--- src/rtl/mem_rr_arbiter_if.sv ---
// Request, response and memory-side bundle for mem_rr_arbiter.
// The slave modport is the arbiter. The master modport is its environment: the clients and the memory macro.
interface mem_rr_arbiter_if #(
  parameter int DATA_W = 16,
  parameter int ADDR_W = 10
);
  logic              req0_valid;
  logic              req0_ready;
  logic              req0_write;
  logic [ADDR_W-1:0] req0_addr;
  logic [DATA_W-1:0] req0_wdata;
  logic              req1_valid;
  logic              req1_ready;
  logic              req1_write;
  logic [ADDR_W-1:0] req1_addr;
  logic [DATA_W-1:0] req1_wdata;
  logic              rsp0_valid;
  logic [DATA_W-1:0] rsp0_rdata;
  logic              rsp1_valid;
  logic [DATA_W-1:0] rsp1_rdata;
  logic              mem_chip_en;
  logic              mem_wr_en;
  logic              mem_rd_en;
  logic [ADDR_W-1:0] mem_addr;
  logic [DATA_W-1:0] mem_wr_data;
  logic [DATA_W-1:0] mem_rd_data;

  modport slave (
    input  req0_valid, req0_write, req0_addr, req0_wdata,
    input  req1_valid, req1_write, req1_addr, req1_wdata,
    input  mem_rd_data,
    output req0_ready, req1_ready,
    output rsp0_valid, rsp0_rdata, rsp1_valid, rsp1_rdata,
    output mem_chip_en, mem_wr_en, mem_rd_en, mem_addr, mem_wr_data
  );

  modport master (
    output req0_valid, req0_write, req0_addr, req0_wdata,
    output req1_valid, req1_write, req1_addr, req1_wdata,
    output mem_rd_data,
    input  req0_ready, req1_ready,
    input  rsp0_valid, rsp0_rdata, rsp1_valid, rsp1_rdata,
    input  mem_chip_en, mem_wr_en, mem_rd_en, mem_addr, mem_wr_data
  );
endinterface

--- src/rtl/mem_rr_arbiter.sv ---
// Two-requester round-robin arbiter and sequencer for a single-port synchronous memory.
// It issues at most one access per cycle and routes read data back to the requester that issued the read.
module mem_rr_arbiter #(
  parameter int DATA_W = 16,
  parameter int ADDR_W = 10,
  parameter int RD_LAT = 1
) (
  input  logic           clock,
  input  logic           reset,
  mem_rr_arbiter_if.slave bus
);

  logic              w_sel;
  logic              w_acc;
  logic              w_write;
  logic [ADDR_W-1:0] w_addr;
  logic [DATA_W-1:0] w_wdata;
  logic              w_rsp0;
  logic              w_rsp1;

  logic              r_last_grant;
  logic              r_chip_en;
  logic              r_wr_en;
  logic              r_rd_en;
  logic [ADDR_W-1:0] r_addr;
  logic [DATA_W-1:0] r_wr_data;
  logic [RD_LAT:0]   r_tag_vld;
  logic [RD_LAT:0]   r_tag_own;
  logic [DATA_W-1:0] r_rdata0;
  logic [DATA_W-1:0] r_rdata1;

  // Under contention, the requester that did not win last time is granted.
  always_comb begin
    w_sel = 1'b0;
    if (bus.req0_valid && bus.req1_valid) begin
      w_sel = ~r_last_grant;
    end else if (bus.req1_valid) begin
      w_sel = 1'b1;
    end else begin
      w_sel = 1'b0;
    end
    w_acc = ~reset & (bus.req0_valid | bus.req1_valid);
    if (w_sel) begin
      w_write = bus.req1_write;
      w_addr  = bus.req1_addr;
      w_wdata = bus.req1_wdata;
    end else begin
      w_write = bus.req0_write;
      w_addr  = bus.req0_addr;
      w_wdata = bus.req0_wdata;
    end
  end

  assign bus.req0_ready = w_acc & ~w_sel;
  assign bus.req1_ready = w_acc & w_sel;

  // Memory-side registers, read-tag pipeline and held response data.
  always_ff @(posedge clock) begin
    if (reset) begin
      r_last_grant <= 1'b1;
      r_chip_en    <= 1'b0;
      r_wr_en      <= 1'b0;
      r_rd_en      <= 1'b0;
      r_addr       <= {ADDR_W{1'b0}};
      r_wr_data    <= {DATA_W{1'b0}};
      r_tag_vld    <= {(RD_LAT+1){1'b0}};
      r_tag_own    <= {(RD_LAT+1){1'b0}};
      r_rdata0     <= {DATA_W{1'b0}};
      r_rdata1     <= {DATA_W{1'b0}};
    end else begin
      r_chip_en <= w_acc;
      r_wr_en   <= w_acc & w_write;
      r_rd_en   <= w_acc & ~w_write;
      if (w_acc) begin
        r_last_grant <= w_sel;
        r_addr       <= w_addr;
        r_wr_data    <= w_wdata;
      end
      r_tag_vld <= {r_tag_vld[RD_LAT-1:0], w_acc & ~w_write};
      r_tag_own <= {r_tag_own[RD_LAT-1:0], w_sel};
      if (w_rsp0) begin
        r_rdata0 <= bus.mem_rd_data;
      end
      if (w_rsp1) begin
        r_rdata1 <= bus.mem_rd_data;
      end
    end
  end

  // Gating with reset keeps an access or response that was already in flight
  // from reaching the memory or a client during the reset cycle itself.
  assign w_rsp0 = ~reset & r_tag_vld[RD_LAT] & ~r_tag_own[RD_LAT];
  assign w_rsp1 = ~reset & r_tag_vld[RD_LAT] & r_tag_own[RD_LAT];

  assign bus.rsp0_valid  = w_rsp0;
  assign bus.rsp1_valid  = w_rsp1;
  assign bus.rsp0_rdata  = w_rsp0 ? bus.mem_rd_data : r_rdata0;
  assign bus.rsp1_rdata  = w_rsp1 ? bus.mem_rd_data : r_rdata1;

  assign bus.mem_chip_en = r_chip_en & ~reset;
  assign bus.mem_wr_en   = r_wr_en & ~reset;
  assign bus.mem_rd_en   = r_rd_en & ~reset;
  assign bus.mem_addr    = r_addr;
  assign bus.mem_wr_data = r_wr_data;

endmodule

--- src/flat_wrapper.sv ---
// flat-port wrapper written by rule: the top's interface ports become plain ports
module mem_rr_arbiter_flat 
#(
  parameter int DATA_W = 16,
  parameter int ADDR_W = 10,
  parameter int RD_LAT = 1
)
  (clock, reset, bus_req0_valid, bus_req0_write, bus_req0_addr, bus_req0_wdata, bus_req1_valid, bus_req1_write, bus_req1_addr, bus_req1_wdata, bus_mem_rd_data, bus_req0_ready, bus_req1_ready, bus_rsp0_valid, bus_rsp0_rdata, bus_rsp1_valid, bus_rsp1_rdata, bus_mem_chip_en, bus_mem_wr_en, bus_mem_rd_en, bus_mem_addr, bus_mem_wr_data);
  mem_rr_arbiter_if #(.DATA_W(DATA_W), .ADDR_W(ADDR_W)) bus_i ();
  input  logic clock;
  input  logic reset;
  input wire logic [$bits(bus_i.req0_valid)-1:0] bus_req0_valid;
  input wire logic [$bits(bus_i.req0_write)-1:0] bus_req0_write;
  input wire logic [$bits(bus_i.req0_addr)-1:0] bus_req0_addr;
  input wire logic [$bits(bus_i.req0_wdata)-1:0] bus_req0_wdata;
  input wire logic [$bits(bus_i.req1_valid)-1:0] bus_req1_valid;
  input wire logic [$bits(bus_i.req1_write)-1:0] bus_req1_write;
  input wire logic [$bits(bus_i.req1_addr)-1:0] bus_req1_addr;
  input wire logic [$bits(bus_i.req1_wdata)-1:0] bus_req1_wdata;
  input wire logic [$bits(bus_i.mem_rd_data)-1:0] bus_mem_rd_data;
  output wire logic [$bits(bus_i.req0_ready)-1:0] bus_req0_ready;
  output wire logic [$bits(bus_i.req1_ready)-1:0] bus_req1_ready;
  output wire logic [$bits(bus_i.rsp0_valid)-1:0] bus_rsp0_valid;
  output wire logic [$bits(bus_i.rsp0_rdata)-1:0] bus_rsp0_rdata;
  output wire logic [$bits(bus_i.rsp1_valid)-1:0] bus_rsp1_valid;
  output wire logic [$bits(bus_i.rsp1_rdata)-1:0] bus_rsp1_rdata;
  output wire logic [$bits(bus_i.mem_chip_en)-1:0] bus_mem_chip_en;
  output wire logic [$bits(bus_i.mem_wr_en)-1:0] bus_mem_wr_en;
  output wire logic [$bits(bus_i.mem_rd_en)-1:0] bus_mem_rd_en;
  output wire logic [$bits(bus_i.mem_addr)-1:0] bus_mem_addr;
  output wire logic [$bits(bus_i.mem_wr_data)-1:0] bus_mem_wr_data;
  assign bus_i.req0_valid = bus_req0_valid;
  assign bus_i.req0_write = bus_req0_write;
  assign bus_i.req0_addr = bus_req0_addr;
  assign bus_i.req0_wdata = bus_req0_wdata;
  assign bus_i.req1_valid = bus_req1_valid;
  assign bus_i.req1_write = bus_req1_write;
  assign bus_i.req1_addr = bus_req1_addr;
  assign bus_i.req1_wdata = bus_req1_wdata;
  assign bus_i.mem_rd_data = bus_mem_rd_data;
  assign bus_req0_ready = bus_i.req0_ready;
  assign bus_req1_ready = bus_i.req1_ready;
  assign bus_rsp0_valid = bus_i.rsp0_valid;
  assign bus_rsp0_rdata = bus_i.rsp0_rdata;
  assign bus_rsp1_valid = bus_i.rsp1_valid;
  assign bus_rsp1_rdata = bus_i.rsp1_rdata;
  assign bus_mem_chip_en = bus_i.mem_chip_en;
  assign bus_mem_wr_en = bus_i.mem_wr_en;
  assign bus_mem_rd_en = bus_i.mem_rd_en;
  assign bus_mem_addr = bus_i.mem_addr;
  assign bus_mem_wr_data = bus_i.mem_wr_data;
  mem_rr_arbiter #(.DATA_W(DATA_W), .ADDR_W(ADDR_W), .RD_LAT(RD_LAT)) u_core (.clock(clock), .reset(reset), .bus(bus_i));
endmodule
--- config.mk ---
export PLATFORM = sky130hd
export DESIGN_NAME = mem_rr_arbiter_flat
export DESIGN_NICKNAME = d
export VERILOG_FILES = /design/src/rtl/mem_rr_arbiter_if.sv /design/src/rtl/mem_rr_arbiter.sv /design/src/flat_wrapper.sv
export SDC_FILE = /design/constraint.sdc
export NUM_CORES = 1
export LEC_CHECK = 0
export ABC_AREA = 1
export BUFFER_PORTS_ARGS = -buffer_cell sky130_fd_sc_hd__clkbuf_2
export CAP_MARGIN = 40
export CELL_PAD_IN_SITES_DETAIL_PLACEMENT = 2
export CELL_PAD_IN_SITES_GLOBAL_PLACEMENT = 2
export CORE_AREA = 2 2 127 129
export CTS_CLUSTER_SIZE = 14
export DETAILED_ROUTE_END_ITERATION = 10
export DIE_AREA = 0 0 129 131
export PLACE_DENSITY_LB_ADDON = 0.1
export SLEW_MARGIN = 20
export SYNTH_ARGS = -nofsm -noshare
export SYNTH_HDL_FRONTEND = slang
export SYNTH_SLANG_ARGS = --single-unit
--- constraint.sdc ---
create_clock -name clock -period 0.95 [get_ports clock]
set_input_delay 0.095 -clock clock [delete_from_list [all_inputs] [get_ports clock]]
set_output_delay 0.095 -clock clock [all_outputs]
set_load 0.01 [all_outputs]
==> impl_metrics.yaml <==
sta:
  fin_skew_ns: 0.007519
  finalCritPeriodShare_pct: 159.2
  maxSlewViolCount: 0
  setup_viol: 99
  rsz0062_at_grt: "yes"
  clock.fmax_mhz: 661.0
  timing.final.ws_setup_ns: -0.5629
  relSlewSlack_pct: 78.39
  finalHoldViolCount: 0
  period_minus_slack_ns: 1.513
  worst_pin_slew_ns: 0.3242
synthesis:
  synthDistinctLibCells: 22
  synth_compound_area_share_pct: 0.6384
  netlist_area_sq_um: 3332
  synth_nets: 589
  avgSynthCellArea_sq_um: 6.470
  synthSimpleGateAreaFrac_pct: 36.99
  yosysWarnings: 0
  syn-instance-count: 515
  synth_top_family_by_area: "simple AND/OR/NAND/NOR gates"
  ys_ff_latch: 65
  synth_mux_area_share_pct: 0
  yosysSeqAreaShare_pct: 39.05
  synth_fa_ha_area_share_pct: 0
  yosys.area_share.xor_xnor_pct: 0
worst_setup_path:
  path_max_fanout: 16
  cp-end-kind: "primary output"
  crit_path_start_kind: "flop"
  regToRegStartpoint: "u_core.r_last_grant"
  crit_type: "flop to primary output"
  critPathArrivalTime_ns: 1.42
  r2r_setup_slack_ns: -0.15
  crit_start: "u_core.r_tag_vld[1]"
  cp_data_required_time_ns: 0.85
  worstReg2RegEnd: "u_core.bus.mem_wr_data[11]"
  reg2regPathDepth: 7
worst_hold_path:
  min_path_cells: 4
  worstHoldStart: "bus_req0_write"
  whs_endpoint: "u_core.r_tag_vld[0]"
  hp-class: "primary input to flop"
place:
  io_buffers: 138
  finalWeightedCongestion: 0.7606
  hpwl_um: 8626
  pre_cts_slack_ns: -0.3113
detailed_routing:
  first_pass_iters: 4
  postRouteAntennaNets: 0
  routed_wl_um: 13480
  vias: 3664
  viasPerCell: 4.085
  route.detailed.drc: 0
  drt_iter0_drc: 74
  wl_per_cell_um: 15.03
floorplanning:
  io_pins: 139
  die_y_um: 131
  die_w_um: 129
  num_rows: 46
  initial_core_util_pct: 21.36
  core_area_sq_um: 15600
  die-area_sq_um: 16900
cells_and_area:
  area_delta_synth_final_pct: 64.36
  drive_gt1_share_pct: 48.24
  seq_area_sq_um: 1316
  fillers: 1831
  nets: 750
  fin_util_pct: 35.11
  final_cell_mix: "inv_1 (130), clkbuf_2 (128), nand2_1 (88)"
  final_common_cell: "inv_1"
  multi_input_area_sq_um: 1831
clocking:
  cts_tree: "done"
  insertion_delay_ns: 0.33
  cts_sinks: 65
  htreeDepth: 3
  root_buffer: "clkbuf_16"
  clk_pin_slew_worst_paths_ns: 0.06
  numCtsBuffers: 9
  clock_path_buffers: 2
  cts_hold_buffers: 0
grt:
  grt_overflow_total: 0
  grt_pass1_vias: 3993
  grt_usage_pct: 16.30
  antenna_found_initial: 1
  grt_max_degree: 33
  grt_pass1_wl_um: 20900
run_status:
  violations: "negative setup slack"
  status: "complete, but fails checks"
power_and_ir_drop:
  max-vdd-ir-drop_uv: 868.0
  p_leak_nw: 3.155
  p_per_area_nw_per_um2: 1504
run:
  maxCapViolations: 0
flip-flops by register name, summed over array words and instances (netlist names):
| register | count |
|---|---|
| u_core.bus.mem_wr_data | 16 |
| u_core.r_chip_en | 1 |
| u_core.r_wr_en | 1 |
| u_core.r_rdata0 | 16 |
| u_core.r_rdata1 | 16 |
| u_core.bus.mem_addr | 10 |
| u_core.r_last_grant | 1 |
| u_core.r_tag_vld | 2 |
| u_core.r_tag_own | 2 |
stage by stage:
stage | instances | setup TNS, ns | area, sq um | power [mW] | hold slack, ns
6_report | 897 | -25.41 | 5477 | 8.238 | 0.05736
5_1_grt | 897 | -33.10 | 5477 | 8.647 | 0.06641
4_1_cts | 897 | -27.29 | 5330 | 8.328 | 0.04120
3_5_place_dp | 865 | -15.14 | 4329 | 4.094 | 0.3960
3_3_place_gp | 865 | -12.90 | 4329 | 4.065 | 0.3851
2_1_floorplan | 515 | -2.636 | 3374 | 3.582 | 0.2240
area by class of cell:
type                    count  area share (%)
diodes                      1         0.04569
clock buffers              13           4.935
clock inverters             2           1.097
inverters                 144           10.01
multi-input cells         283           33.42
flip-flops and latches     65           24.03
well taps                 216           4.935
repair buffers            173           21.52
worst max-delay path by stage:
stage | to | slack (ns) | cells after the start
CTS | bus_rsp0_rdata[15] | -0.59 | 6
detailed placement | bus_rsp0_rdata[15] | -0.31 | 7
floorplan | bus_rsp0_rdata[10] | -0.05 | 7
global placement | bus_rsp0_rdata[14] | -0.30 | 7
global route | bus_rsp0_rdata[1] | -0.66 | 6
finish | bus_rsp1_rdata[3] | -0.56 | 7
logic make-up (layout without fill, tap and decap cells):
family          Yosys count  count (layout)
buf+inv                 170             332
flops                    65              65
other cells               0               1
compound gates            3               3
simple gates            277             280
power breakdown:
group	total, mW	leakage, nW	internal, mW	switching (mW)
sequential	2.94	0.535	2.87	0.0698
clock	3.77	0.162	2.50	1.27
combinational	1.53	2.46	0.657	0.869
total	8.24	3.15	6.03	2.21
layer usage:
layer / part of all wire [%] / vias up / routed length, um / track usage (%)
met2: 51 / 94 / 6842 / 29.44
met5: 0 / - / 0 / 0
met3: 5.3 / 14 / 712 / 4.235
li1: - / 1813 / - / -
met1: 42 / 1743 / 5681 / 18.52
met4: 1.8 / 0 / 245 / 6.074
critical path, cell delays in order (launching register included):
cell	delay, ns
dfxtp_4	0.34
inv_2	0.04
nor2_4	0.15
clkbuf_16	0.21
nand3_1	0.09
nand2_1	0.09
inv_1	0.04
clkbuf_2	0.11
repair_timing:
action,4_1_cts,5_1_grt
endpoints found under the setup margin,99,109
pin swaps,13,28
gates resized for setup,108,74
cloned,7,3
buffers inserted,10,2
Yosys cell counts, drive strengths merged:
| master | n | share of area, % |
|---|---|---|
| nand2 | 146 | 17 |
| o211ai | 1 | 0.23 |
| nor3 | 1 | 0.49 |
| nor2 | 43 | 5.6 |
| buf | 24 | 6.7 |
| inv | 144 | 16 |
| nand3 | 86 | 14 |
| a21oi | 2 | 0.41 |
| nand3b | 1 | 0.23 |
| dfxtp | 65 | 39 |
| clkbuf | 2 | 0.23 |
Note: power is estimated with default switching activity, not from simulation.
